### config.mk
export PLATFORM = sky130hd
export DESIGN_NAME = snr_cal_sequencer_flat
export DESIGN_NICKNAME = d
export VERILOG_FILES = /design/src/rtl/snr_cal_sequencer_pkg.sv /design/src/rtl/snr_cal_sequencer_if.sv /design/src/rtl/snr_cal_sequencer_timer.sv /design/src/rtl/snr_cal_sequencer.sv /design/src/flat_wrapper.sv
export SDC_FILE = /design/constraint.sdc
export NUM_CORES = 1
export LEC_CHECK = 0
export ABC_CLOCK_PERIOD_IN_PS = 4400
export BUFFER_PORTS_ARGS = -buffer_cell sky130_fd_sc_hd__buf_2
export CORE_AREA = 2 2 80 159
export DETAILED_ROUTE_END_ITERATION = 6
export DIE_AREA = 0 0 82 161
export GPL_ROUTABILITY_DRIVEN = 0
export GPL_TIMING_DRIVEN = 0
export PLACE_DENSITY_LB_ADDON = 0.12
export REMOVE_ABC_BUFFERS = 1
export SYNTH_ARGS = -nofsm -noshare
export SYNTH_HDL_FRONTEND = slang
export SYNTH_HIERARCHICAL = 1
export SYNTH_SLANG_ARGS = --single-unit
### constraint.sdc
create_clock -name clk -period 4.4 [get_ports clk]
set_clock_uncertainty 0.15 [all_clocks]
set_input_delay 0.22 -clock clk [delete_from_list [all_inputs] [get_ports clk]]
set_output_delay 0.22 -clock clk [all_outputs]
set_load 0.005 [all_outputs]
### src/rtl/snr_cal_sequencer_pkg.sv
// Shared types for the SNR calibration sequencer and the logic that observes it
// (display, debug).
//   cal_state_t : sequencer state encoding
//   max_u       : larger of two unsigned values, used when sizing shared counters
package snr_cal_pkg;

    typedef enum logic [1:0] {
        SETTLE = 2'd0,
        QUIET  = 2'd1,
        RUN    = 2'd2,
        ERROR  = 2'd3
    } cal_state_t;

    function automatic int unsigned max_u(input int unsigned a, input int unsigned b);
        return (a > b) ? a : b;
    endfunction

endpackage

### src/rtl/snr_cal_sequencer_if.sv
// Valid/ready sample stream used on both sides of the sequencer.
//   data  : sample value, meaningful while valid is high
//   valid : producer has a sample
//   ready : consumer can take it
// master drives data/valid and observes ready; slave does the opposite.
interface snr_cal_sequencer_if #(
    parameter int unsigned DATA_WIDTH = 16
);
    logic [DATA_WIDTH-1:0] data;
    logic                  valid;
    logic                  ready;

    modport master (output data, output valid, input ready);
    modport slave  (input data, input valid, output ready);
endinterface

### src/rtl/snr_cal_sequencer_timer.sv
// Free-running cycle timer with synchronous clear and a terminal-count compare.
// The sequencer shares one instance between the settle delay and the
// quiet-phase stall timeout.
//   clk, reset : clock, synchronous active-high reset
//   clear      : force the count to zero (takes priority over enable)
//   enable     : advance the count by one
//   terminal   : compare value
//   at_term_c  : combinational, high while count == terminal
module cycle_timer #(
    parameter int unsigned WIDTH = 8
) (
    input  logic             clk,
    input  logic             reset,
    input  logic             clear,
    input  logic             enable,
    input  logic [WIDTH-1:0] terminal,
    output logic             at_term_c
);

    logic [WIDTH-1:0] count;

    // Count register
    always_ff @(posedge clk) begin
        if (reset || clear) begin
            count <= '0;
        end else if (enable) begin
            count <= count + WIDTH'(1);
        end
    end

    assign at_term_c = (count == terminal);

endmodule

### src/rtl/snr_cal_sequencer.sv
// Sequences the SNR calculator: holds off after reset while the codec is
// configured, runs a quiet-period noise calibration over CAL_SAMPLES accepted
// samples, then passes samples through for measurement. Supports on-demand
// recalibration and flags an input stream that stalls during calibration.
//   clk, reset   : clock, synchronous active-high reset
//   recal_req    : single-cycle recalibration request
//   up           : stream from upstream (in_data / in_valid / in_ready)
//   down         : stream to snr_calculator (out_data / out_valid / out_ready)
//   quiet_period : to snr_calculator, high while calibrating
//   cal_active   : high while calibrating
//   cal_done     : one-cycle pulse on the first cycle of RUN
//   cal_error    : high while in ERROR
//   cal_count    : samples accepted in the current calibration
module snr_cal_sequencer
    import snr_cal_pkg::*;
#(
    parameter int unsigned DATA_WIDTH     = 16,
    parameter int unsigned SETTLE_CYCLES  = 50_000_000,
    parameter int unsigned CAL_SAMPLES    = 48_000,
    parameter int unsigned TIMEOUT_CYCLES = 1_000_000,
    localparam int unsigned CNT_W         = $clog2(CAL_SAMPLES + 1)
) (
    input  logic                 clk,
    input  logic                 reset,
    input  logic                 recal_req,
    snr_cal_sequencer_if.slave   up,
    snr_cal_sequencer_if.master  down,
    output logic                 quiet_period,
    output logic                 cal_active,
    output logic                 cal_done,
    output logic                 cal_error,
    output logic [CNT_W-1:0]     cal_count
);

    localparam int unsigned SET_W = $clog2(SETTLE_CYCLES + 1);
    localparam int unsigned TO_W  = $clog2(TIMEOUT_CYCLES + 1);
    localparam int unsigned TMR_W = max_u(SET_W, TO_W);

    cal_state_t            state;
    cal_state_t            state_nxt;
    logic [CNT_W-1:0]      count_nxt;
    logic                  pass_c;
    logic                  accept_c;
    logic                  tmr_clear;
    logic                  tmr_en;
    logic [TMR_W-1:0]      tmr_term;
    logic                  tmr_at_term_c;
    logic [DATA_WIDTH-1:0] data_c;

    // Stream gating: passthrough while calibrating or measuring, otherwise
    // samples are consumed and dropped so upstream never backs up.
    assign pass_c     = (state == QUIET) || (state == RUN);
    assign data_c     = up.data;
    assign down.data  = data_c;
    assign down.valid = pass_c & up.valid;
    assign up.ready   = pass_c ? down.ready : 1'b1;
    assign accept_c   = (state == QUIET) & up.valid & down.ready;

    // Settle delay and stall timeout never run together, so one timer serves both
    cycle_timer #(
        .WIDTH (TMR_W)
    ) u_timer (
        .clk       (clk),
        .reset     (reset),
        .clear     (tmr_clear),
        .enable    (tmr_en),
        .terminal  (tmr_term),
        .at_term_c (tmr_at_term_c)
    );

    // Next-state, sample-count and timer control
    always_comb begin
        state_nxt = state;
        count_nxt = cal_count;
        tmr_clear = 1'b0;
        tmr_en    = 1'b0;
        tmr_term  = TMR_W'(SETTLE_CYCLES - 1);
        case (state)
            SETTLE: begin
                tmr_en = 1'b1;
                if (tmr_at_term_c) begin
                    state_nxt = QUIET;
                    tmr_clear = 1'b1;
                    count_nxt = '0;
                end
            end
            QUIET: begin
                tmr_term = TMR_W'(TIMEOUT_CYCLES - 1);
                tmr_en   = 1'b1;
                // Priority: recal, then accept, then timeout. The sample that
                // coincides with a recal is forwarded but not counted.
                if (recal_req) begin
                    tmr_clear = 1'b1;
                    count_nxt = '0;
                end else if (accept_c) begin
                    tmr_clear = 1'b1;
                    if (cal_count != CNT_W'(CAL_SAMPLES)) begin
                        count_nxt = cal_count + CNT_W'(1);
                    end
                    if (cal_count >= CNT_W'(CAL_SAMPLES - 1)) begin
                        state_nxt = RUN;
                    end
                end else if (tmr_at_term_c) begin
                    state_nxt = ERROR;
                    tmr_clear = 1'b1;
                end
            end
            RUN, ERROR: begin
                if (recal_req) begin
                    state_nxt = QUIET;
                    tmr_clear = 1'b1;
                    count_nxt = '0;
                end
            end
            default: begin
                state_nxt = SETTLE;
                tmr_clear = 1'b1;
                count_nxt = '0;
            end
        endcase
    end

    // State and status registers; status decodes the next state so it lines
    // up with the state it describes.
    always_ff @(posedge clk) begin
        if (reset) begin
            state        <= SETTLE;
            cal_count    <= '0;
            quiet_period <= 1'b0;
            cal_active   <= 1'b0;
            cal_done     <= 1'b0;
            cal_error    <= 1'b0;
        end else begin
            state        <= state_nxt;
            cal_count    <= count_nxt;
            quiet_period <= (state_nxt == QUIET);
            cal_active   <= (state_nxt == QUIET);
            cal_done     <= (state == QUIET) && (state_nxt == RUN);
            cal_error    <= (state_nxt == ERROR);
        end
    end

endmodule

### src/flat_wrapper.sv
// flat-port wrapper written by rule: the top's interface ports become plain ports
module snr_cal_sequencer_flat import snr_cal_pkg::*;
#(
    parameter int unsigned DATA_WIDTH     = 16,
    parameter int unsigned SETTLE_CYCLES  = 50_000_000,
    parameter int unsigned CAL_SAMPLES    = 48_000,
    parameter int unsigned TIMEOUT_CYCLES = 1_000_000,
    localparam int unsigned CNT_W         = $clog2(CAL_SAMPLES + 1)
)
  (clk, reset, recal_req, quiet_period, cal_active, cal_done, cal_error, cal_count, up_data, up_valid, up_ready, down_data, down_valid, down_ready);
  snr_cal_sequencer_if #(.DATA_WIDTH(DATA_WIDTH)) up_i ();
  snr_cal_sequencer_if #(.DATA_WIDTH(DATA_WIDTH)) down_i ();
  input  logic clk;
  input  logic reset;
  input  logic recal_req;
  output logic quiet_period;
  output logic cal_active;
  output logic cal_done;
  output logic cal_error;
  output logic [CNT_W-1:0] cal_count;
  input wire logic [$bits(up_i.data)-1:0] up_data;
  input wire logic [$bits(up_i.valid)-1:0] up_valid;
  output wire logic [$bits(up_i.ready)-1:0] up_ready;
  output wire logic [$bits(down_i.data)-1:0] down_data;
  output wire logic [$bits(down_i.valid)-1:0] down_valid;
  input wire logic [$bits(down_i.ready)-1:0] down_ready;
  assign up_i.data = up_data;
  assign up_i.valid = up_valid;
  assign up_ready = up_i.ready;
  assign down_data = down_i.data;
  assign down_valid = down_i.valid;
  assign down_i.ready = down_ready;
  snr_cal_sequencer #(.DATA_WIDTH(DATA_WIDTH), .SETTLE_CYCLES(SETTLE_CYCLES), .CAL_SAMPLES(CAL_SAMPLES), .TIMEOUT_CYCLES(TIMEOUT_CYCLES)) u_core (.clk(clk), .reset(reset), .recal_req(recal_req), .up(up_i), .down(down_i), .quiet_period(quiet_period), .cal_active(cal_active), .cal_done(cal_done), .cal_error(cal_error), .cal_count(cal_count));
endmodule
# Word level (Yosys, flattened, before mapping)
# Cells that the tools add are included.
word_totals:
  mem_bits_rw: 0
  latch_bits: 0
  inputBits: 21
  wordCells: 52
  regBits: 47
  memories: 0
  mem_bits_ro: 0
op_classes:
  mul: 0
  n_addsub: 2
  n_shift: 0
  magnitude_cmp: 1
  n_mux: 21
  eq_ne: 12
  n_div: 0
  reduce_logical: 7
  bitwise: 3
op_table:
  columns: ["op", "count"]
  rows:
  - ["$mux 16", 5]
  - ["$pmux 16 s3", 1]
  - ["$add 26x1->26 const B", 1]
  - ["$eq 26x26->1", 1]
  - ["$mux 26", 1]
  - ["$add 16x1->16 const B", 1]
  - ["$ge 16x16->1 const B", 1]
  - ["$ne 16x16->1 const B", 1]
  - ["$mux 2", 6]
  - ["$eq 2x2->1 const B", 4]
  - ["$mux 1", 6]
  - ["$pmux 2 s3", 1]
  - ["$eq 2x1->1 const B", 2]
  - ["$reduce_and 4->1", 1]
  - ["$reduce_or 2->1", 2]
  - ["$and 1x1->1", 3]
  - ["$ne 3x2->1 const B", 1]
  - ["$ne 3x3->1 const B", 1]
  - ["$pmux 1 s3", 1]
  - ["$logic_not 2->1", 1]
  - ["$logic_or 1x1->1", 2]
  - ["$ne 2x1->1 const B", 1]
  - ["$ne 2x2->1 const B", 1]
  - ["$logic_and 1x1->1", 1]

# Depth between registers and ports, before layout
logic_depth:
  depth_word: 9
  ltp_mapped: 13
  ltp_nobuf: 12

# Modules after synthesis
# Netlist, hierarchy kept.
modules_own_cells:
  columns: ["mod", "instances", "cells_each", "area_each_um2", "seq_area_each_um2"]
  rows:
  - ["cycle_timer", 1, 177, 1546.5, 520.5]
  - ["snr_cal_sequencer", 1, 169, 1395.1, 420.4]

# Worst setup path before layout
# No wires, ideal clock.
synth_path:
  path_type: "reg-to-reg"
  startpoint: "register u_core.state[1]"
  endpoint: "register u_core.cal_count[15]"
  stages_incl_launch_ff: 13
  slack_ps: 990
  arrival_time_ps: 3190
  setup_time_ps: 70
  period_less_slack_ps: 3410
  required_ps: 4180
  cell_sequence: "dfxtp_1 inv_1 ha_1 inv_1 xor2_1 nor4_1 nand3_1 nor4_1 inv_2 a221oi_4 o211ai_4 or4_1 a21oi_1"
synth_between:
  elab_chain_cells: 5
  elab_cells_between_ends: 15
  cone_classes: "eq/ne (8); mux (2); bitwise (2); reduce/logical (3)"
synth_lines:
  columns: ["item", "line_no", "source"]
  rows:
  - ["start, declared", "snr_cal_sequencer.sv:39", "cal_state_t state;"]
  - ["start signal, assigned", "snr_cal_sequencer.sv:134", "state <= state_nxt;"]
  - ["$eq 2x1->1", "snr_cal_sequencer.sv:78", "case (state)"]
  - ["$mux 26", "snr_cal_sequencer.sv:78", null]
  - ["named net u_core.tmr_term[16]", "snr_cal_sequencer.sv:46", "logic [TMR_W-1:0] tmr_term;"]
  - ["$eq 26x26->1", "snr_cal_sequencer_timer.sv:31", "assign at_term_c = (count == terminal);"]
  - ["named net u_core.tmr_at_term_c", "snr_cal_sequencer.sv:47", "logic tmr_at_term_c;"]
  - ["$ne 2x1->1 (no source line)", null, null]
  - ["$reduce_and 4->1 (no source line)", null, null]
  - ["end signal, assigned", "snr_cal_sequencer.sv:135", "cal_count <= count_nxt;"]
  - ["end, declared", "snr_cal_sequencer.sv:32", "output logic [CNT_W-1:0] cal_count"]
# The timed path passes the listed nets, and every way through them passes these cells.
# A chain may end at the register's enable or synchronous reset.

# Worst setup path after layout
# Same ends and word-level chain as after synthesis.

==> flow_summary.yaml <==
die:
  die-area_um2: 13200
  core_area_um2: 12000
  initial_core_util: 0.246
  rows: 57
  ioPinCount: 59
  die_h_um: 161
  fp.dieW_um: 82
critical_path:
  crit_fanout: 10
  worstSetupStartpoint: "u_core/state[1]"
  crit_path_start_kind: "flip-flop"
  rr_worst_depth: 12
  reg2reg_to: "u_core/cal_count[15]"
  r2r_start: "u_core/state[1]"
  critPathCaptureType: "flip-flop"
  crit_arrival_ns: 3.93
  regToRegSetupSlack_ns: 0.54
  worstPathRequired_ns: 4.48
  crit_type: "reg -> reg"
synthesis:
  synth_most_common_cell: "dfxtp_1"
  synth_area_leaders: "dfxtp_1, xor2_1, xnor2_1"
  synth_top_area_frac: 0.320
  ys_seq_area_frac: 0.320
  synth_area_leader_cell: "dfxtp_1"
  synth-seq-cells: 47
  synth_edf_count: 0
  synthTopCellsByCount: "dfxtp_1, nor2_1, xor2_1, a21oi_1, xnor2_1"
  yosysUniqueCellTypes: 59
  synthCells: 346
  avgSynthCellArea_um2: 8.50
  synthArstFlopShare: 0
  syn_area_um2: 2940
  yosysWarnings: 6
  synth_ff_type: "dfxtp_1"
clock_network:
  clock_tree.root_cell: "clkbuf_16"
  cts_buffers: 5
  postCtsHoldBufs: 0
  clkTransAtPathRegs_ns: 0.07
  cts_tree: "built"
  htreeDepth: 2
  cts_buffer_depth: 2
  post_cts_buffers: 0
  ctsResizeCount: 0
  clock_latency_ns: 0.29
  clock_sink_count: 47
placement:
  dp_hpwl_um: 5290
  pre_cts_ws_ns: 0.0616
  io_buffers: 26
  placed_cell_area_um2: 3100
grt:
  antenna_found_initial: 0
  grt_use_total: 0.118
  grt.busiest_layer: "met2"
  overflow: 0
  grt_use_met3: 0.0330
  met2_usage: 0.173
  met1_usage: 0.167
  grt_pass1_wl_um: 12300
  grt_pass1_vias: 2401
  grt_max_degree: 24
detailed_routing:
  drc: 0
  vias: 2472
  totalWireLength_um: 7310
  first_iter_violations: 125
  ant_nets: 0
  first_pass_iters: 4
  wl_per_cell_um: 14.3
  viasPerCell: 4.84
layout:
  diodes: 0
  n_fill_cell: 1317
  final_cell_area_um2: 3250
  multi_input_area_um2: 1810
  nets: 391
  area_growth_pct: 10.6
  final-seq-area_um2: 941
  drive_gt1_frac: 0.135
hold_path:
  hold_end: "u_core/state[0]"
  whs_path_depth: 2
  hp-class: "in -> reg"
  hp-start: "reset"
power_and_ir_drop:
  p_per_area_nw_per_um2: 259
  ir_worst_vdd_mv: 0.183
  sw_frac_of_total: 0.230
  combPwrFrac: 0.037
  power_switching_uw: 194
  leakagePower_uw: 0.00116
  clkPwrFrac: 0.451
  internal_power_uw: 649
  power_frac_seq: 0.511
sta:
  fin_crit_sh: 0.877
  timing.slew.headroom: 0.567
  hold_violations: 0
  report.final.slew_viol_count: 0
  setup_violations: 0
  rsz0062_at_grt: "no"
  finalSetupTns_ns: 0
  worst_pin_slew_ns: 0.633
  max_freq_mhz: 259
  postLayoutSetupSlackWorst_ns: 0.543
  fin_crit_ns: 3.86
run_status:
  status: "finished, final reports clean"
job:
  maxCapViolations: 0
==> per-stage QoR <==
stage	hold WS, ns	util	cells	total power, µW
floorplan	0.148	-	330	461
global placement	0.290	0.259	503	472
detailed placement	0.290	0.259	503	473
CTS	0.0666	0.271	511	857
global route	0.0937	0.272	511	876
finish	0.0694	0.272	511	843
==> worst max-delay path, stage by stage, from the launching register on <==
cell and delay (ns):
dfxtp_1 0.33, inv_1 0.15, ha_2 0.35, inv_1 0.27, xor2_1 0.22, nor4_1 0.31, nand3_1 0.14, nor4_2 0.47
inv_2 0.16, a221oi_4 0.42, o211ai_4 0.17, or4_1 0.50, a21oi_1 0.14
==> state kept, by name (all words and copies together) (netlist names) <==
signal and cells:
u_core/cal_active 1, u_core/cal_count 16, u_core/cal_done 1, u_core/cal_error 1, u_core/state 2, u_core/u_timer/count 26
==> cell type report <==
class,count,share of cell area
inverter,12,0.0138
clock inverter,2,0.00384
sequential,47,0.289
tap,147,0.0565
clock buffer,6,0.0396
multi-input combinational,271,0.557
timing repair buffer,26,0.0400
==> metal layers <==
layer	up-vias	wire, µm
li1	1257	-
met1	1147	3540
met2	64	3320
met3	4	384
met4	0	74
met5	-	0
==> power by group through the flow <==
stage | combinational [µW] | sequential [µW] | clock [µW]
floorplan | 21.3 | 440 | 0
global placement | 31.5 | 441 | 0
detailed placement | 31.7 | 441 | 0
CTS | 31.8 | 431 | 394
global route | 35.5 | 431 | 409
finish | 31.5 | 431 | 381
==> cells in the final DEF (no fill, tap or decap), types with 10 or more instances in the layout <==
master,n
a21oi_1,22
buf_2,26
conb_1,14
dfxtp_1,47
inv_1,11
nand2_1,15
nand3_1,17
nor2_1,28
nor4_1,10
o21ai_0,10
o31ai_1,11
or3_1,10
or4_1,10
xnor2_1,21
xor2_1,25
==> kinds of logic (layout without fill, tap and decap cells) <==
kind of cell / Yosys count / after routing / synth area share
other: 2 / 14 / 0.00255
AND/OR/NAND/NOR: 137 / 137 / 0.268
buffers and inverters: 40 / 46 / 0.0821
flip-flops: 47 / 47 / 0.320
multiplexers: 2 / 2 / 0.00681
adder cells (fa/ha/maj): 7 / 7 / 0.0298
AO/OA/AOI/OAI: 65 / 65 / 0.154
XOR/XNOR: 46 / 46 / 0.137
==> worst max path at each step <==
stage / to / slack, ns
after global placement: u_core/cal_count[15] / 0.13
after CTS: u_core/cal_count[15] / 0.08
after global routing: u_core/cal_count[15] / 0.13
after detailed placement: u_core/cal_count[15] / 0.06
after floorplan: u_core/cal_count[15] / 0.99
final: u_core/cal_count[15] / 0.54
(Power assumes the default switching activity.)
